$ cat config.mk
export PLATFORM = sky130hd
export DESIGN_NAME = game_ctrl_flat
export DESIGN_NICKNAME = d
export VERILOG_FILES = /design/src/rtl/game_ctrl_if.sv /design/src/rtl/game_ctrl.sv /design/src/flat_wrapper.sv
export SDC_FILE = /design/constraint.sdc
export NUM_CORES = 1
export LEC_CHECK = 0
export ABC_AREA = 1
export CAP_MARGIN = 20
export CORE_AREA = 2 2 95 97
export DETAILED_ROUTE_END_ITERATION = 16
export DIE_AREA = 0 0 97 99
export PLACE_DENSITY_LB_ADDON = 0.1
export SYNTH_ARGS = -nofsm -noshare
export SYNTH_HDL_FRONTEND = slang
export SYNTH_SLANG_ARGS = --single-unit
$ cat constraint.sdc
create_clock -name CLK -period 1.8 [get_ports CLK]
set_clock_uncertainty 0.15 [all_clocks]
set_input_delay 0.27 -clock CLK [delete_from_list [all_inputs] [get_ports CLK]]
set_output_delay 0.27 -clock CLK [all_outputs]
set_load 0.01 [all_outputs]
$ cat src/rtl/game_ctrl_if.sv
// Signal bundle between the round sequencer and its neighbours: key/mouse
// inputs and the hit test on one side; the score counter, digit renderer and
// status outputs on the other.
// Optional build macro: GAME_PAUSE_EN adds the PAUSE key input.
interface game_ctrl_if;
  logic       START;
  logic       CLICK;
  logic       HIT;
  logic [7:0] score;
`ifdef GAME_PAUSE_EN
  logic       PAUSE;
`endif
  logic       CLICK_DOWN2;
  logic       SCORE_RESET;
  logic [1:0] state;
  logic [6:0] time_left;
  logic [2:0] mole_sel;
  logic [7:0] high_score;
  logic       game_over;

  // Sequencer side
  modport master (
`ifdef GAME_PAUSE_EN
    input  PAUSE,
`endif
    input  START, CLICK, HIT, score,
    output CLICK_DOWN2, SCORE_RESET, state, time_left, mole_sel,
           high_score, game_over
  );

  // Environment side (keys, hit test, score counter, renderer)
  modport slave (
`ifdef GAME_PAUSE_EN
    output PAUSE,
`endif
    output START, CLICK, HIT, score,
    input  CLICK_DOWN2, SCORE_RESET, state, time_left, mole_sel,
           high_score, game_over
  );
endinterface

$ cat src/rtl/game_ctrl.sv
// Whack-a-mole round sequencer: IDLE -> PLAY -> OVER with a seconds
// countdown, LFSR mole placement, click qualification into score pulses,
// score clear at round start and a session high score.
// Optional build macro: GAME_PAUSE_EN adds the PAUSE key and the PAUSED state.
module game_ctrl #(
  parameter int TICK_DIV  = 50000000,
  parameter int ROUND_SEC = 60,
  parameter int MOLE_SEC  = 2,
  parameter int HOLES     = 6
) (
  input logic         CLK,
  input logic         RESET,
  game_ctrl_if.master gif
);

  // state  | meaning
  // IDLE   | power-up, waiting for START; time_left parked at ROUND_SEC
  // PLAY   | round running: prescaler, countdown, mole moves, hit scoring
  // OVER   | round done: time_left=0, high score tracking, waiting for START
  // PAUSED | (GAME_PAUSE_EN only) round frozen until the next PAUSE edge

`ifdef GAME_PAUSE_EN
  typedef enum logic [1:0] {
    S_IDLE   = 2'b00,
    S_PLAY   = 2'b01,
    S_OVER   = 2'b10,
    S_PAUSED = 2'b11
  } state_t;
`else
  typedef enum logic [1:0] {
    S_IDLE = 2'b00,
    S_PLAY = 2'b01,
    S_OVER = 2'b10
  } state_t;
`endif

  localparam int              PW        = (TICK_DIV > 1) ? $clog2(TICK_DIV) : 1;
  localparam int              MW        = (MOLE_SEC > 1) ? $clog2(MOLE_SEC) : 1;
  localparam logic [PW-1:0]   PRESC_TC  = PW'(TICK_DIV - 1);
  localparam logic [MW-1:0]   MCNT_TC   = MW'(MOLE_SEC - 1);
  localparam logic [6:0]      ROUND_T   = 7'(ROUND_SEC);
  localparam logic [7:0]      HOLES_B   = 8'(HOLES);
  localparam logic [7:0]      LFSR_SEED = 8'hA5;

  // Registered state and outputs
  state_t          state_r, state_nxt;
  logic [6:0]      time_r, time_nxt;
  logic [PW-1:0]   presc_r, presc_nxt;
  logic [MW-1:0]   mcnt_r, mcnt_nxt;
  logic [7:0]      lfsr_r, lfsr_nxt;
  logic [2:0]      mole_r, mole_nxt;
  logic [7:0]      high_r, high_nxt;
  logic            click_dn_r, click_dn_nxt;
  logic            score_rst_r, score_rst_nxt;
  logic            game_over_r;

  // Edge detection history
  logic            start_q, start_prev;
  logic            click_q, click_prev;
  logic            start_edge, click_edge;

  logic            sec_tick;
  logic            mole_step;
  logic [7:0]      lfsr_adv;
  logic [2:0]      mole_adv;

  // Register the keys once, then compare against the previous sample
  always_ff @(posedge CLK) begin
    if (RESET) begin
      start_q    <= 1'b0;
      start_prev <= 1'b0;
      click_q    <= 1'b0;
      click_prev <= 1'b0;
    end else begin
      start_q    <= gif.START;
      start_prev <= start_q;
      click_q    <= gif.CLICK;
      click_prev <= click_q;
    end
  end

  assign start_edge = start_q & ~start_prev;
  assign click_edge = click_q & ~click_prev;

`ifdef GAME_PAUSE_EN
  logic pause_q, pause_prev;
  logic pause_edge;

  // Same single-register edge detect for the pause key
  always_ff @(posedge CLK) begin
    if (RESET) begin
      pause_q    <= 1'b0;
      pause_prev <= 1'b0;
    end else begin
      pause_q    <= gif.PAUSE;
      pause_prev <= pause_q;
    end
  end

  assign pause_edge = pause_q & ~pause_prev;
`endif

  // Fibonacci LFSR x^8+x^6+x^5+x^4+1; a nonzero seed never reaches zero
  assign lfsr_adv = {lfsr_r[6:0], lfsr_r[7] ^ lfsr_r[5] ^ lfsr_r[4] ^ lfsr_r[3]};
  assign mole_adv = 3'(lfsr_adv % HOLES_B);

  // Next-state and next-output logic for the round sequencer
  always_comb begin
    state_nxt     = state_r;
    time_nxt      = time_r;
    presc_nxt     = presc_r;
    mcnt_nxt      = mcnt_r;
    lfsr_nxt      = lfsr_r;
    mole_nxt      = mole_r;
    high_nxt      = high_r;
    click_dn_nxt  = 1'b0;
    score_rst_nxt = 1'b0;
    sec_tick      = 1'b0;
    mole_step     = 1'b0;

    case (state_r)
      S_IDLE: begin
        time_nxt  = ROUND_T;
        presc_nxt = '0;
        if (start_edge) begin
          state_nxt     = S_PLAY;
          score_rst_nxt = 1'b1;
          mcnt_nxt      = '0;
        end
      end

      S_PLAY: begin
        sec_tick  = (presc_r == PRESC_TC);
        presc_nxt = sec_tick ? '0 : presc_r + 1'b1;
        if (sec_tick) begin
          if (time_r == 7'd1) begin
            time_nxt  = 7'd0;
            state_nxt = S_OVER;
          end else begin
            time_nxt = time_r - 7'd1;
          end
          if (mcnt_r == MCNT_TC) begin
            mcnt_nxt  = '0;
            mole_step = 1'b1;
          end else begin
            mcnt_nxt = mcnt_r + 1'b1;
          end
        end
        // The pulse cycle of an accepted hit moves the mole on the next edge
        if (click_dn_r) begin
          mole_step = 1'b1;
        end
`ifdef GAME_PAUSE_EN
        // Round end takes priority over a pause request on the same edge
        if (pause_edge && state_nxt == S_PLAY) begin
          state_nxt = S_PAUSED;
        end
`endif
        // Hits are only scored while the round stays live across this edge
        if (click_edge && gif.HIT && state_nxt == S_PLAY) begin
          click_dn_nxt = 1'b1;
        end
      end

      S_OVER: begin
        time_nxt  = 7'd0;
        presc_nxt = '0;
        // Runs every OVER cycle so a late final increment is still captured
        if (gif.score > high_r) begin
          high_nxt = gif.score;
        end
        if (start_edge) begin
          state_nxt     = S_PLAY;
          time_nxt      = ROUND_T;
          score_rst_nxt = 1'b1;
          mcnt_nxt      = '0;
        end
      end

`ifdef GAME_PAUSE_EN
      S_PAUSED: begin
        if (pause_edge) begin
          state_nxt = S_PLAY;
        end
      end
`endif

      default: begin
        state_nxt = S_IDLE;
      end
    endcase

    if (mole_step) begin
      lfsr_nxt = lfsr_adv;
      mole_nxt = mole_adv;
    end
  end

  // Sequencer state and all registered outputs
  always_ff @(posedge CLK) begin
    if (RESET) begin
      state_r     <= S_IDLE;
      time_r      <= ROUND_T;
      presc_r     <= '0;
      mcnt_r      <= '0;
      lfsr_r      <= LFSR_SEED;
      mole_r      <= 3'd0;
      high_r      <= 8'd0;
      click_dn_r  <= 1'b0;
      score_rst_r <= 1'b0;
      game_over_r <= 1'b0;
    end else begin
      state_r     <= state_nxt;
      time_r      <= time_nxt;
      presc_r     <= presc_nxt;
      mcnt_r      <= mcnt_nxt;
      lfsr_r      <= lfsr_nxt;
      mole_r      <= mole_nxt;
      high_r      <= high_nxt;
      click_dn_r  <= click_dn_nxt;
      score_rst_r <= score_rst_nxt;
      game_over_r <= (state_nxt == S_OVER);
    end
  end

  assign gif.state       = state_r;
  assign gif.time_left   = time_r;
  assign gif.mole_sel    = mole_r;
  assign gif.high_score  = high_r;
  assign gif.CLICK_DOWN2 = click_dn_r;
  assign gif.SCORE_RESET = score_rst_r;
  assign gif.game_over   = game_over_r;

endmodule

$ cat src/flat_wrapper.sv
// flat-port wrapper written by rule: the top's interface ports become plain ports
module game_ctrl_flat 
#(
  parameter int TICK_DIV  = 50000000,
  parameter int ROUND_SEC = 60,
  parameter int MOLE_SEC  = 2,
  parameter int HOLES     = 6
)
  (CLK, RESET, gif_START, gif_CLICK, gif_HIT, gif_score, gif_CLICK_DOWN2, gif_SCORE_RESET, gif_state, gif_time_left, gif_mole_sel, gif_high_score, gif_game_over);
  game_ctrl_if gif_i ();
  input logic CLK;
  input logic RESET;
  input wire logic [$bits(gif_i.START)-1:0] gif_START;
  input wire logic [$bits(gif_i.CLICK)-1:0] gif_CLICK;
  input wire logic [$bits(gif_i.HIT)-1:0] gif_HIT;
  input wire logic [$bits(gif_i.score)-1:0] gif_score;
  output wire logic [$bits(gif_i.CLICK_DOWN2)-1:0] gif_CLICK_DOWN2;
  output wire logic [$bits(gif_i.SCORE_RESET)-1:0] gif_SCORE_RESET;
  output wire logic [$bits(gif_i.state)-1:0] gif_state;
  output wire logic [$bits(gif_i.time_left)-1:0] gif_time_left;
  output wire logic [$bits(gif_i.mole_sel)-1:0] gif_mole_sel;
  output wire logic [$bits(gif_i.high_score)-1:0] gif_high_score;
  output wire logic [$bits(gif_i.game_over)-1:0] gif_game_over;
  assign gif_i.START = gif_START;
  assign gif_i.CLICK = gif_CLICK;
  assign gif_i.HIT = gif_HIT;
  assign gif_i.score = gif_score;
  assign gif_CLICK_DOWN2 = gif_i.CLICK_DOWN2;
  assign gif_SCORE_RESET = gif_i.SCORE_RESET;
  assign gif_state = gif_i.state;
  assign gif_time_left = gif_i.time_left;
  assign gif_mole_sel = gif_i.mole_sel;
  assign gif_high_score = gif_i.high_score;
  assign gif_game_over = gif_i.game_over;
  game_ctrl #(.TICK_DIV(TICK_DIV), .ROUND_SEC(ROUND_SEC), .MOLE_SEC(MOLE_SEC), .HOLES(HOLES)) u_core (.CLK(CLK), .RESET(RESET), .gif(gif_i));
endmodule
---- Yosys cells after proc, flatten, opt, wreduce, memory -nomap -nowiden ----
Cells that the tools add are included.
operators by class
  add/sub/neg operators ................... 3
  $mul .................................... 0
  divide/modulo/power cells ............... 1
  magnitude comparators ................... 1
  eq/ne operators ......................... 8
  shift operators ......................... 0
  mux-type cells .......................... 21
  bitwise operators ....................... 9
  reductions and logical operators ........ 11
operator list
  cell                     count
  $pmux W26 S2             1
  $add A26 B1 Y26 const B  1
  $eq A26 B26 Y1 const B   1
  $mux W26                 1
  $pmux W7 S3              1
  $mux W7                  2
  $mux W1                  9
  $gt A8 B8 Y1             1
  $mod A8 B3 Y8 const B    1
  $mux W2                  4
  $eq A7 B1 Y1 const B     1
  $sub A7 B1 Y7 const B    1
  $mux W6                  1
  $reduce_or A2 Y1         3
  $eq A2 B1 Y1 const B     2
  $eq A2 B2 Y1 const B     2
  $ne A2 B1 Y1 const B     2
  $not A1 Y1               4
  $pmux W2 S2              1
  $reduce_and A2 Y1        2
  $reduce_and A3 Y1        1
  $reduce_bool A3 Y1       1
  $xor A1 B1 Y1            3
  $and A1 B1 Y1            2
  other kinds (5)          6
word-level totals
  register bits after elaboration ......... 62
  bits in latches ......................... 0
  RAM bits ................................ 0
  memory bits (read-only) ................. 0
  bits of input ports ..................... 13
  output and inout bits ................... 23
  word-level logic and storage cells ...... 68
  memories kept ........................... 0

---- Depth between registers and ports, before layout ----
Gate-level depths: netlist of run 1.
  depth in word-level cells ............... 7
  mapped depth ............................ 16
  gate-level depth less buffers ........... 16

---- Worst setup path before layout of run 1 ----
OpenSTA, ideal clock, no wires.
  path type ............................... register to register
  from .................................... reg u_core.high_r[1] (netlist: u_core.gif.high_score[1])
  to ...................................... reg u_core.high_r[1] (netlist: u_core.gif.high_score[1])
  library setup time ...................... 70 ps
  data arrival time ....................... 1675 ps
  data required time ...................... 1580 ps
  setup slack ............................. -95 ps
  stages on the path, launching flop included .. 11
  path buffers ............................ 1
  clock period less this slack ............ 1895 ps
  cells stage by stage .................... dfxtp_1 -> inv_1 -> ha_1 -> a21oi_1 -> nor2_1 -> a211oi_1 -> o221ai_1 -> nand2_1 -> buf_2 -> o21ai_0 -> a21oi_1
between the ends
  cells in the longest elaborated chain, start to end .. 2
ends and longest elaborated chain
  item                         line              text
  start: declaration           game_ctrl.sv:52   logic [7:0] high_r, high_nxt;
  start signal: assignment     game_ctrl.sv:219  high_r <= high_nxt;
  $gt A8 B8 Y1                 game_ctrl.sv:169  if (gif.score > high_r) begin
  $reduce_and A2 Y1 (no line)  -
Every way passes these cells.
A chain may end at the register's enable or synchronous reset.

---- Final worst setup path of run 1 ----
  from .................................... reg u_core.presc_r[0]
  to ...................................... reg u_core.lfsr_r[6]
between the ends
  cells in the longest elaborated chain, start to end .. 4
ends and longest elaborated chain
  item                      line              text
  start: declaration        game_ctrl.sv:48   logic [PW-1:0] presc_r, presc_nxt;
  start signal: assignment  game_ctrl.sv:215  presc_r <= presc_nxt;
  $eq A26 B26 Y1            game_ctrl.sv:133  sec_tick = (presc_r == PRESC_TC);
  $mux W1                   game_ctrl.sv:135  if (sec_tick) begin
  $mux W1                   game_ctrl.sv:150  if (click_dn_r) begin
  $mux W1                   game_ctrl.sv:121  case (state_r)
  end signal: assignment    game_ctrl.sv:217  lfsr_r <= lfsr_nxt;
  end: declaration          game_ctrl.sv:50   logic [7:0] lfsr_r, lfsr_nxt;
Every way passes these cells.

==> load_flow_metrics.sql, run 1 <==
INSERT INTO impl_metrics (metric_group, metric, value, unit) VALUES
('grt', 'grtUsageTotal', '18.4', '%'),
('placed_design', 'dp.final_hpwl', '6.32', 'mm'),
('die', 'ioPinCount', '36', ''),
('placed_design', 'port_buffers', '35', ''),
('critical_path', 'crit_path_start', 'u_core.presc_r[0]', ''),
('routing', 'starting_drc_count_in_detailed_routing', '76', ''),
('routing', 'wl_per_cell', '12.7', 'um'),
('synth', 'synth-seq-area-share', '36.9', '%'),
('critical_path', 'cp-start-kind', 'flop', ''),
('pwr', 'ir_drop', '0.000436', 'V'),
('hold_path', 'holdCritPathClass', 'in -> reg', ''),
('sta', 'worst-slew-pin-transition', '0.279', 'ns'),
('cells_and_area', 'utilization', '60.6', '%'),
('sta', 'maxSlewHeadroom', '81.4', '%'),
('cells_and_area', 'finish.cell_count_without_fillers', '685', ''),
('clock_tree', 'cts_hold_repair.buffers', '0', ''),
('clock_tree', 'clock_insertion_delay_worst_skew', '0.35', 'ns'),
('clock_tree', 'clkTransAtPathRegs', '0.07', 'ns'),
('sta', 'finalHoldViolCount', '0', ''),
('critical_path', 'max_stage_delay', '0.36', 'ns'),
('pwr', 'total_leakage_power', '2.17', 'nW'),
('grt', 'pin_count_of_the_biggest_net_entering_global_routing', '14', ''),
('synth', 'synthArstFlopShare', '0', '%'),
('grt', 'first_pass_grt_wire_length', '14.5', 'mm'),
('routing', 'ant_nets', '0', ''),
('synth', 'syn-cell-area', '3360', 'um2'),
('sta', 'timing.fmax', '489', 'MHz'),
('synth', 'synth_top_flop_cell', 'sky130_fd_sc_hd__dfxtp_1', ''),
('critical_path', 'chain_of_cells_forming_the_critical_path', 'ha_4 -> nand2_4 -> nor2_4 -> nand4_1 -> nor3_2 -> nand3_1 -> a21oi_4 -> buf_4 -> o21ai_0 -> a21oi_1', ''),
('status', 'violations', 'setup timing', ''),
('pwr', 'power.density_cell_area', '613', 'nW/um2'),
('status', 'outcome', 'complete, but fails checks', ''),
('synth', 'synth_top_family_by_area', 'simple AND/OR/NAND/NOR gates', ''),
('routing', 'drcViolationCount', '0', ''),
('cells_and_area', 'post_route_cells_drive_above_1_share', '40.9', '%'),
('synth', 'yosys.area_share.adder', '5.59', '%'),
('die', 'design.die.area', '9600', 'um2'),
('cells_and_area', 'layout_common_cells', '80 x sky130_fd_sc_hd__buf_4, 55 x sky130_fd_sc_hd__nand2_1, 53 x sky130_fd_sc_hd__inv_1', ''),
('synth', 'synth_xor_xnor_area_share', '4.43', '%'),
('synth', 'mappedNetlistNets', '474', ''),
('routing', 'vias_per_cell', '4.85', ''),
('critical_path', 'cell_with_the_biggest_individual_delay_on_the_critical_path', 'sky130_fd_sc_hd__dfxtp_2', ''),
('synth', 'synth_cells', '446', ''),
('routing', 'routed_wirelength', '8.72', 'mm'),
('clock_tree', 'cts_htree_levels', '3', ''),
('synth', 'syn-mean-instance-area', '7.53', 'um2'),
('die', 'dieHeight', '99', 'um'),
('sta', 'period_share', '114', '%'),
('grt', 'grt_pass1_vias', '3253', ''),
('clock_tree', 'cts_buffer_depth', '2', ''),
('critical_path', 'timing.critical_path.to_type', 'flop', ''),
('placed_design', 'gp_routability_congestion', '0.872', ''),
('placed_design', 'placed_cell_area', '4440', 'um2'),
('critical_path', 'critical_path_buffer_and_inverter_count', '1', ''),
('sta', 'final_worst_path_setup_slack', '-0.245', 'ns'),
('synth', 'postSynthRegisterBits', '62', ''),
('sta', 'hold_slack', '0.101', 'ns'),
('hold_path', 'start_point_of_the_worst_min_delay_path', 'gif_score[0]', ''),
('clock_tree', 'clock_tree_from_tritoncts', 'done', ''),
('die', 'die_width', '97', 'um'),
('critical_path', 'critical-path-top-delay-family', 'simple AND/OR/NAND/NOR gates', ''),
('grt', 'antenna_violations_before_repair', '0', ''),
('placed_design', 'placed_cells', '659', ''),
('pwr', 'report.power.total', '3.18', 'mW'),
('die', 'core_region', '8550', 'um2'),
('clock_tree', 'tritoncts_num_sinks', '62', ''),
('critical_path', 'worst_r2r_startpoint', 'u_core.presc_r[0]', ''),
('sta', 'min_cycle_time_layout', '2.04', 'ns'),
('sta', 'rsz_0062_raised_after_global_routing', 'true', ''),
('sta', 'finalSetupViolCount', '41', ''),
('synth', 'yosys-mux-area-fraction', '0', '%');
-- cell usage after synthesis, types with 2 or more instances --
cell type | count | share of area [%]
sky130_fd_sc_hd__o21a_1 | 2 | 0.45
sky130_fd_sc_hd__a21oi_1 | 33 | 4.9
sky130_fd_sc_hd__ha_1 | 15 | 5.6
sky130_fd_sc_hd__dfxtp_1 | 62 | 37
sky130_fd_sc_hd__a21oi_2 | 2 | 0.52
sky130_fd_sc_hd__nand2_2 | 10 | 1.9
sky130_fd_sc_hd__o21ai_0 | 20 | 3.0
sky130_fd_sc_hd__nand3_1 | 21 | 3.1
sky130_fd_sc_hd__nand2_1 | 64 | 7.2
sky130_fd_sc_hd__nand4_1 | 10 | 1.9
sky130_fd_sc_hd__nor2_1 | 52 | 5.8
sky130_fd_sc_hd__buf_6 | 2 | 0.67
sky130_fd_sc_hd__o22ai_1 | 2 | 0.37
sky130_fd_sc_hd__o211ai_1 | 6 | 1.3
sky130_fd_sc_hd__xnor2_1 | 6 | 1.6
sky130_fd_sc_hd__inv_1 | 58 | 6.5
sky130_fd_sc_hd__a211oi_1 | 5 | 1.1
sky130_fd_sc_hd__xor2_1 | 11 | 2.9
sky130_fd_sc_hd__nand3_2 | 7 | 2.1
sky130_fd_sc_hd__inv_2 | 8 | 0.89
sky130_fd_sc_hd__o21ai_1 | 2 | 0.30
sky130_fd_sc_hd__nor3_1 | 10 | 1.5
sky130_fd_sc_hd__clkbuf_1 | 5 | 0.56
sky130_fd_sc_hd__buf_2 | 4 | 0.60
sky130_fd_sc_hd__nor3b_1 | 4 | 0.89
sky130_fd_sc_hd__o21ai_2 | 3 | 0.78
-- metrics by stage --
| stage | TNS, ns | setup slack [ns] |
|---|---|---|
| 2_1_floorplan | -0.0657 | -0.0269 |
| 4_1_cts | -6.31 | -0.227 |
| 6_report | -5.98 | -0.245 |
| 3_3_place_gp | -10.35 | -0.418 |
| 5_1_grt | -12.16 | -0.356 |
| 3_5_place_dp | -10.37 | -0.494 |
-- layout make-up --
class                      instances  area (um2)  share of cell area (%)
clock buffer                      10         138                    2.66
timing repair buffer             127        1120                    21.6
sequential                        62        1260                    24.3
multi-input combinational        305        2190                    42.2
clock inverter                     6        85.1                    1.64
tap                              108         135                    2.61
inverter                          67         256                    4.95
-- path summary, 6_finish.rpt --
path                                                  to  slack [ns]  depth (start not counted)
worst max-delay path                    u_core.lfsr_r[6]       -0.24                         10
worst min-delay path            u_core.gif.high_score[0]        0.10                          3
worst max register to register          u_core.lfsr_r[6]       -0.24                         10
worst min register to register    u_core.gif.SCORE_RESET        0.27                          1
-- power breakdown --
group          leakage [nW]  internal (mW)  total, mW  switching [mW]
Clock                 0.108          0.812       1.40           0.587
Sequential            0.506           1.40       1.42          0.0248
Combinational          1.56          0.175      0.358           0.183
-- sequential cells by signal (all words and copies together), names as in the netlist, 2 cells and up --
register               count
u_core.gif.high_score      8
u_core.presc_r            26
u_core.gif.state           2
u_core.lfsr_r              8
u_core.gif.mole_sel        3
u_core.gif.time_left       7
-- repair_timing --
action | in CTS | in global routing
pin swaps | 8 | 17
cloned | 1 | 0
setup buffers | 3 | 8
resized for setup | 39 | 83
endpoints found under the setup margin | 54 | 59
-- routing by layer --
layer / routed length, um / share of wire (%) / track usage (%) / vias up
li1: - / - / - / 1731
met1: 4140 / 48 / 23.5 / 1533
met2: 4160 / 48 / 30.5 / 50
met3: 288 / 3.3 / 3.90 / 11
met4: 121 / 1.4 / 6.93 / 0
met5: 0 / 0 / 0 / -
-- cells by family after synthesis --
logic type | count (synthesis)
fa+ha+maj | 15
compound gates | 86
buf+inv | 79
xor+xnor | 17
simple gates | 187
flops | 62
-- worst min-delay path: cells and delay by family --
kind                   cells  cell delay, ns
AO/OA/AOI/OAI              2            0.17
buffers and inverters      1            0.12
(Power assumes the default switching activity.)
==> run 2: changes to the inputs <==
- ABC_AREA: 1 -> default
- CORE_AREA: 2 2 95 97 -> 2 2 94 96
- DIE_AREA: 0 0 97 99 -> 0 0 96 98
==> run 2 against run 1 <==
The run still ends with setup timing left. Via count shrank 1.6%. Critical endpoint is now u_core.gif.time_left[5]. Critical path type unchanged. Final area rose by 1.6%. Sequential share of layout area is 0.32 points lower. Final cell count fell by 6.3%. First-iteration DRC count is 18% lower. Fmax down 7.9%. Register-to-register slack got worse by 0.17 ns.
==> load_flow_metrics.sql, run 2 <==
INSERT INTO impl_metrics (metric_group, metric, value, unit) VALUES
('critical_path', 'worst_r2r_startpoint', 'u_core.presc_r[9]', ''),
('sta', 'final_worst_path_setup_slack', '-0.419', 'ns'),
('cells_and_area', 'final_common_cell', 'sky130_fd_sc_hd__buf_4', ''),
('synth', 'postSynthRegisterBits', '62', ''),
('sta', 'finalSetupViolCount', '49', ''),
('critical_path', 'worstSetupPathType', 'reg -> reg', ''),
('die', 'ioPinCount', '36', ''),
('pwr', 'share_clk_of_total_power', '37.0', '%'),
('critical_path', 'crit_required', '1.89', 'ns'),
('routing', 'wl_per_cell', '13.9', 'um'),
('sta', 'worst-slew-pin-transition', '0.384', 'ns'),
('pwr', 'power.share.switching', '25.0', '%'),
('clock_tree', 'tritoncts_num_sinks', '62', ''),
('hold_path', 'holdCritPathClass', 'in -> reg', ''),
('pwr', 'ir_drop', '0.000495', 'V'),
('sta', 'rsz_0062_raised_after_global_routing', 'true', ''),
('die', 'design.die.area', '9410', 'um2'),
('placed_design', 'gp_routability_congestion', '0.770', ''),
('synth', 'syn-mean-instance-area', '8.32', 'um2'),
('synth', 'mappedNetlistNets', '426', ''),
('critical_path', 'cp-start-kind', 'flop', ''),
('cells_and_area', 'post_route_cells_drive_above_1_share', '39.1', '%'),
('sta', 'final_total_negative_setup_slack', '-10.29', 'ns'),
('critical_path', 'cp-endpoint', 'u_core.gif.time_left[5]', ''),
('cells_and_area', 'largest_reg_flops', '26', ''),
('routing', 'ant_nets', '0', ''),
('die', 'core_region', '8470', 'um2'),
('synth', 'synth.largest_area_cell', 'sky130_fd_sc_hd__dfxtp_1', ''),
('grt', 'first_pass_grt_wire_length', '14.7', 'mm'),
('routing', 'dr_total_vias', '3272', ''),
('clock_tree', 'clock_tree_from_tritoncts', 'done', ''),
('cells_and_area', 'layout_common_cells', '81 x sky130_fd_sc_hd__buf_4, 50 x sky130_fd_sc_hd__dfxtp_1, 41 x sky130_fd_sc_hd__nand2_1', ''),
('synth', 'post_synth_most_frequent_cells', '62 x sky130_fd_sc_hd__dfxtp_1, 47 x sky130_fd_sc_hd__nand2_1, 43 x sky130_fd_sc_hd__nor2_1', ''),
('status', 'violations', 'setup timing', ''),
('critical_path', 'critical_path.max_fanout', '6', ''),
('clock_tree', 'cts_htree_levels', '3', ''),
('grt', 'grt_pass1_vias', '3176', ''),
('pwr', 'internal-power', '2.07', 'mW'),
('clock_tree', 'cts_buffer_depth', '2', ''),
('routing', 'starting_drc_count_in_detailed_routing', '62', ''),
('cells_and_area', 'utilization', '62.2', '%'),
('placed_design', 'placed_cells', '607', ''),
('synth', 'synth.most_common_cell', 'sky130_fd_sc_hd__dfxtp_1', ''),
('die', 'die_width', '96', 'um'),
('synth', 'synth_top_flop_cell', 'sky130_fd_sc_hd__dfxtp_1', ''),
('pwr', 'p_seq_share', '50.8', '%'),
('routing', 'drcViolationCount', '0', ''),
('clock_tree', 'clkTransAtPathRegs', '0.07', 'ns'),
('synth', 'number_of_enable_type_register_cells_in_the_synthesized_netlist', '0', ''),
('synth', 'syn-cell-area', '3310', 'um2'),
('grt', 'grtUsageTotal', '19.7', '%'),
('sta', 'min_cycle_time_layout', '2.22', 'ns'),
('pwr', 'total_leakage_power', '2.12', 'nW'),
('critical_path', 'r2r_cells', '6', ''),
('cells_and_area', 'flow.area_growth_from_synthesis', '59.2', '%'),
('cells_and_area', 'final_net_count', '557', ''),
('critical_path', 'r2r_slack', '-0.42', 'ns'),
('pwr', 'total_switching_power', '0.691', 'mW'),
('critical_path', 'timing.critical_path.to_type', 'flop', ''),
('pwr', 'comb_power_share', '12.2', '%'),
('critical_path', 'worst-endpoint-arrival', '2.31', 'ns'),
('routing', 'routed_wirelength', '8.93', 'mm'),
('grt', 'remaining_global_route_overflow', '0', ''),
('grt', 'antenna_violations_before_repair', '0', ''),
('synth', 'synthArstFlopShare', '0', '%'),
('clock_tree', 'clock_tree.root_cell', 'sky130_fd_sc_hd__clkbuf_8', ''),
('sta', 'final-max-slew-violation-count', '0', ''),
('clock_tree', 'cts_hold_repair.buffers', '0', ''),
('sta', 'period_share', '123', '%'),
('run', 'maximum_capacitance_violations', '0', ''),
('critical_path', 'crit_path_start', 'u_core.presc_r[9]', ''),
('cells_and_area', 'finish.cell_count_without_fillers', '642', ''),
('placed_design', 'dp.final_hpwl', '6.09', 'mm'),
('synth', 'synth-seq-area-share', '37.5', '%'),
('placed_design', 'port_buffers', '35', ''),
('cells_and_area', 'final_antenna_diode_count', '0', ''),
('cells_and_area', 'fillers', '739', ''),
('pwr', 'power.density_cell_area', '524', 'nW/um2'),
('sta', 'timing.fmax', '451', 'MHz'),
('clock_tree', 'clock_insertion_delay_worst_skew', '0.34', 'ns'),
('die', 'floorplan.rows', '34', ''),
('synth', 'synth_warnings', '0', ''),
('sta', 'finalHoldViolCount', '0', ''),
('routing', 'drtPass1Iterations', '5', ''),
('routing', 'vias_per_cell', '5.10', ''),
('cells_and_area', 'largest_register', 'u_core.presc_r', ''),
('die', 'dieHeight', '98', 'um'),
('synth', 'post_synth_main_area_contributors', 'sky130_fd_sc_hd__dfxtp_1 38%, sky130_fd_sc_hd__ha_1 5.7%, sky130_fd_sc_hd__nand2_1 5.3%, sky130_fd_sc_hd__nor2_1 4.9%, sky130_fd_sc_hd__xor2_1 4.2%', ''),
('grt', 'pin_count_of_the_biggest_net_entering_global_routing', '23', ''),
('die', 'floorplan.initialDensity', '39.1', '%'),
('critical_path', 'rr_endpoint', 'u_core.gif.time_left[5]', ''),
('clock_tree', 'cts_inserted_buffers', '9', ''),
('synth', 'synth_cells', '398', ''),
('sta', 'maxSlewHeadroom', '74.3', '%'),
('status', 'outcome', 'complete, but fails checks', ''),
('synth', 'synth_largest_type_area_fraction', '37.5', '%'),
('synth', 'synth.lib_cells_used.distinct', '56', '');
-- run 2: cell types whose count changed in the layout (fill, tap and decap cells not counted), sizes merged, moves of 8 or more --
cell / change
nor2: -11
inv: -48
and3: +11
a21oi: -9
nand3: -14
nor3: -8
mux2i: +9
buf: +9
nor2b: +9
nand2: -26
-- run 2: repair_timing --
| action | 4_1_cts | 5_1_grt |
|---|---|---|
| endpoints found under the setup margin | 58 | 61 |
| pin swaps | 24 | 24 |
| resized for setup | 55 | 55 |
| gates cloned | 3 | 0 |
| setup buffers | 11 | 5 |
-- run 2: metal layers --
metal  vias up  global-route usage [%]  share of wire, %
met5         -                       0                 0
met4         0                    7.58               1.6
met3        11                    3.40               2.5
met2        41                    31.5                49
met1      1568                    26.2                47
li1       1652                       -                 -
-- run 2: worst min-delay path by stage --
stage	from	to	slack, ns	cells after the start
floorplan	RESET	u_core.click_prev	0.20	1
global placement	u_core.click_q	u_core.click_prev	0.31	1
detailed placement	u_core.click_q	u_core.click_prev	0.30	1
CTS	gif_score[1]	u_core.gif.high_score[1]	0.20	3
global route	gif_score[1]	u_core.gif.high_score[1]	0.24	3
finish	gif_score[1]	u_core.gif.high_score[1]	0.22	3
-- run 2: cell type report --
type | instances | area, um2 | area share [%]
timing repair buffer | 136 | 1290 | 24.4
inverter | 18 | 67.6 | 1.28
multi-input combinational | 302 | 2360 | 44.8
tap | 108 | 135 | 2.57
clock inverter | 2 | 10.0 | 0.190
sequential | 62 | 1260 | 24.0
clock buffer | 14 | 143 | 2.71
-- run 2: through the flow --
| stage | area [um2] | power (mW) | setup slack (ns) | hold slack (ns) |
|---|---|---|---|---|
| 2_1_floorplan | 3490 | 1.57 | -0.435 | 0.199 |
| 3_3_place_gp | 4490 | 1.70 | -0.451 | 0.305 |
| 3_5_place_dp | 4490 | 1.70 | -0.491 | 0.304 |
| 4_1_cts | 4990 | 2.77 | -0.395 | 0.199 |
| 5_1_grt | 5270 | 2.88 | -0.501 | 0.235 |
| 6_report | 5270 | 2.76 | -0.419 | 0.218 |
-- run 2: logic make-up (layout without fill, tap and decap cells) --
logic type,after synthesis,count (layout),synth area share [%]
AND/OR/NAND/NOR,176,176,28.4
AO/OA/AOI/OAI,76,76,14.1
flip-flops,62,62,37.5
buffers and inverters,34,170,4.65
XOR/XNOR,25,25,6.62
adder cells (fa/ha/maj),15,15,5.67
multiplexers,10,10,3.06
-- run 2: worst max-delay path, stage by stage (launching register included) --
cell and delay (ns):
sky130_fd_sc_hd__dfxtp_2 0.32, sky130_fd_sc_hd__and4b_1 0.25, sky130_fd_sc_hd__nand4_1 0.12, sky130_fd_sc_hd__or4_4 0.59
sky130_fd_sc_hd__a21oi_4 0.27, sky130_fd_sc_hd__o21ai_1 0.10, sky130_fd_sc_hd__a221o_1 0.32
-- run 2: power groups by stage --
stage / sequential, mW / combinational [mW] / clock [mW]
4_1_cts: 1.40 / 0.317 / 1.05
6_report: 1.40 / 0.337 / 1.02
3_3_place_gp: 1.43 / 0.264 / 0
3_5_place_dp: 1.43 / 0.266 / 0
2_1_floorplan: 1.44 / 0.130 / 0
5_1_grt: 1.40 / 0.368 / 1.11
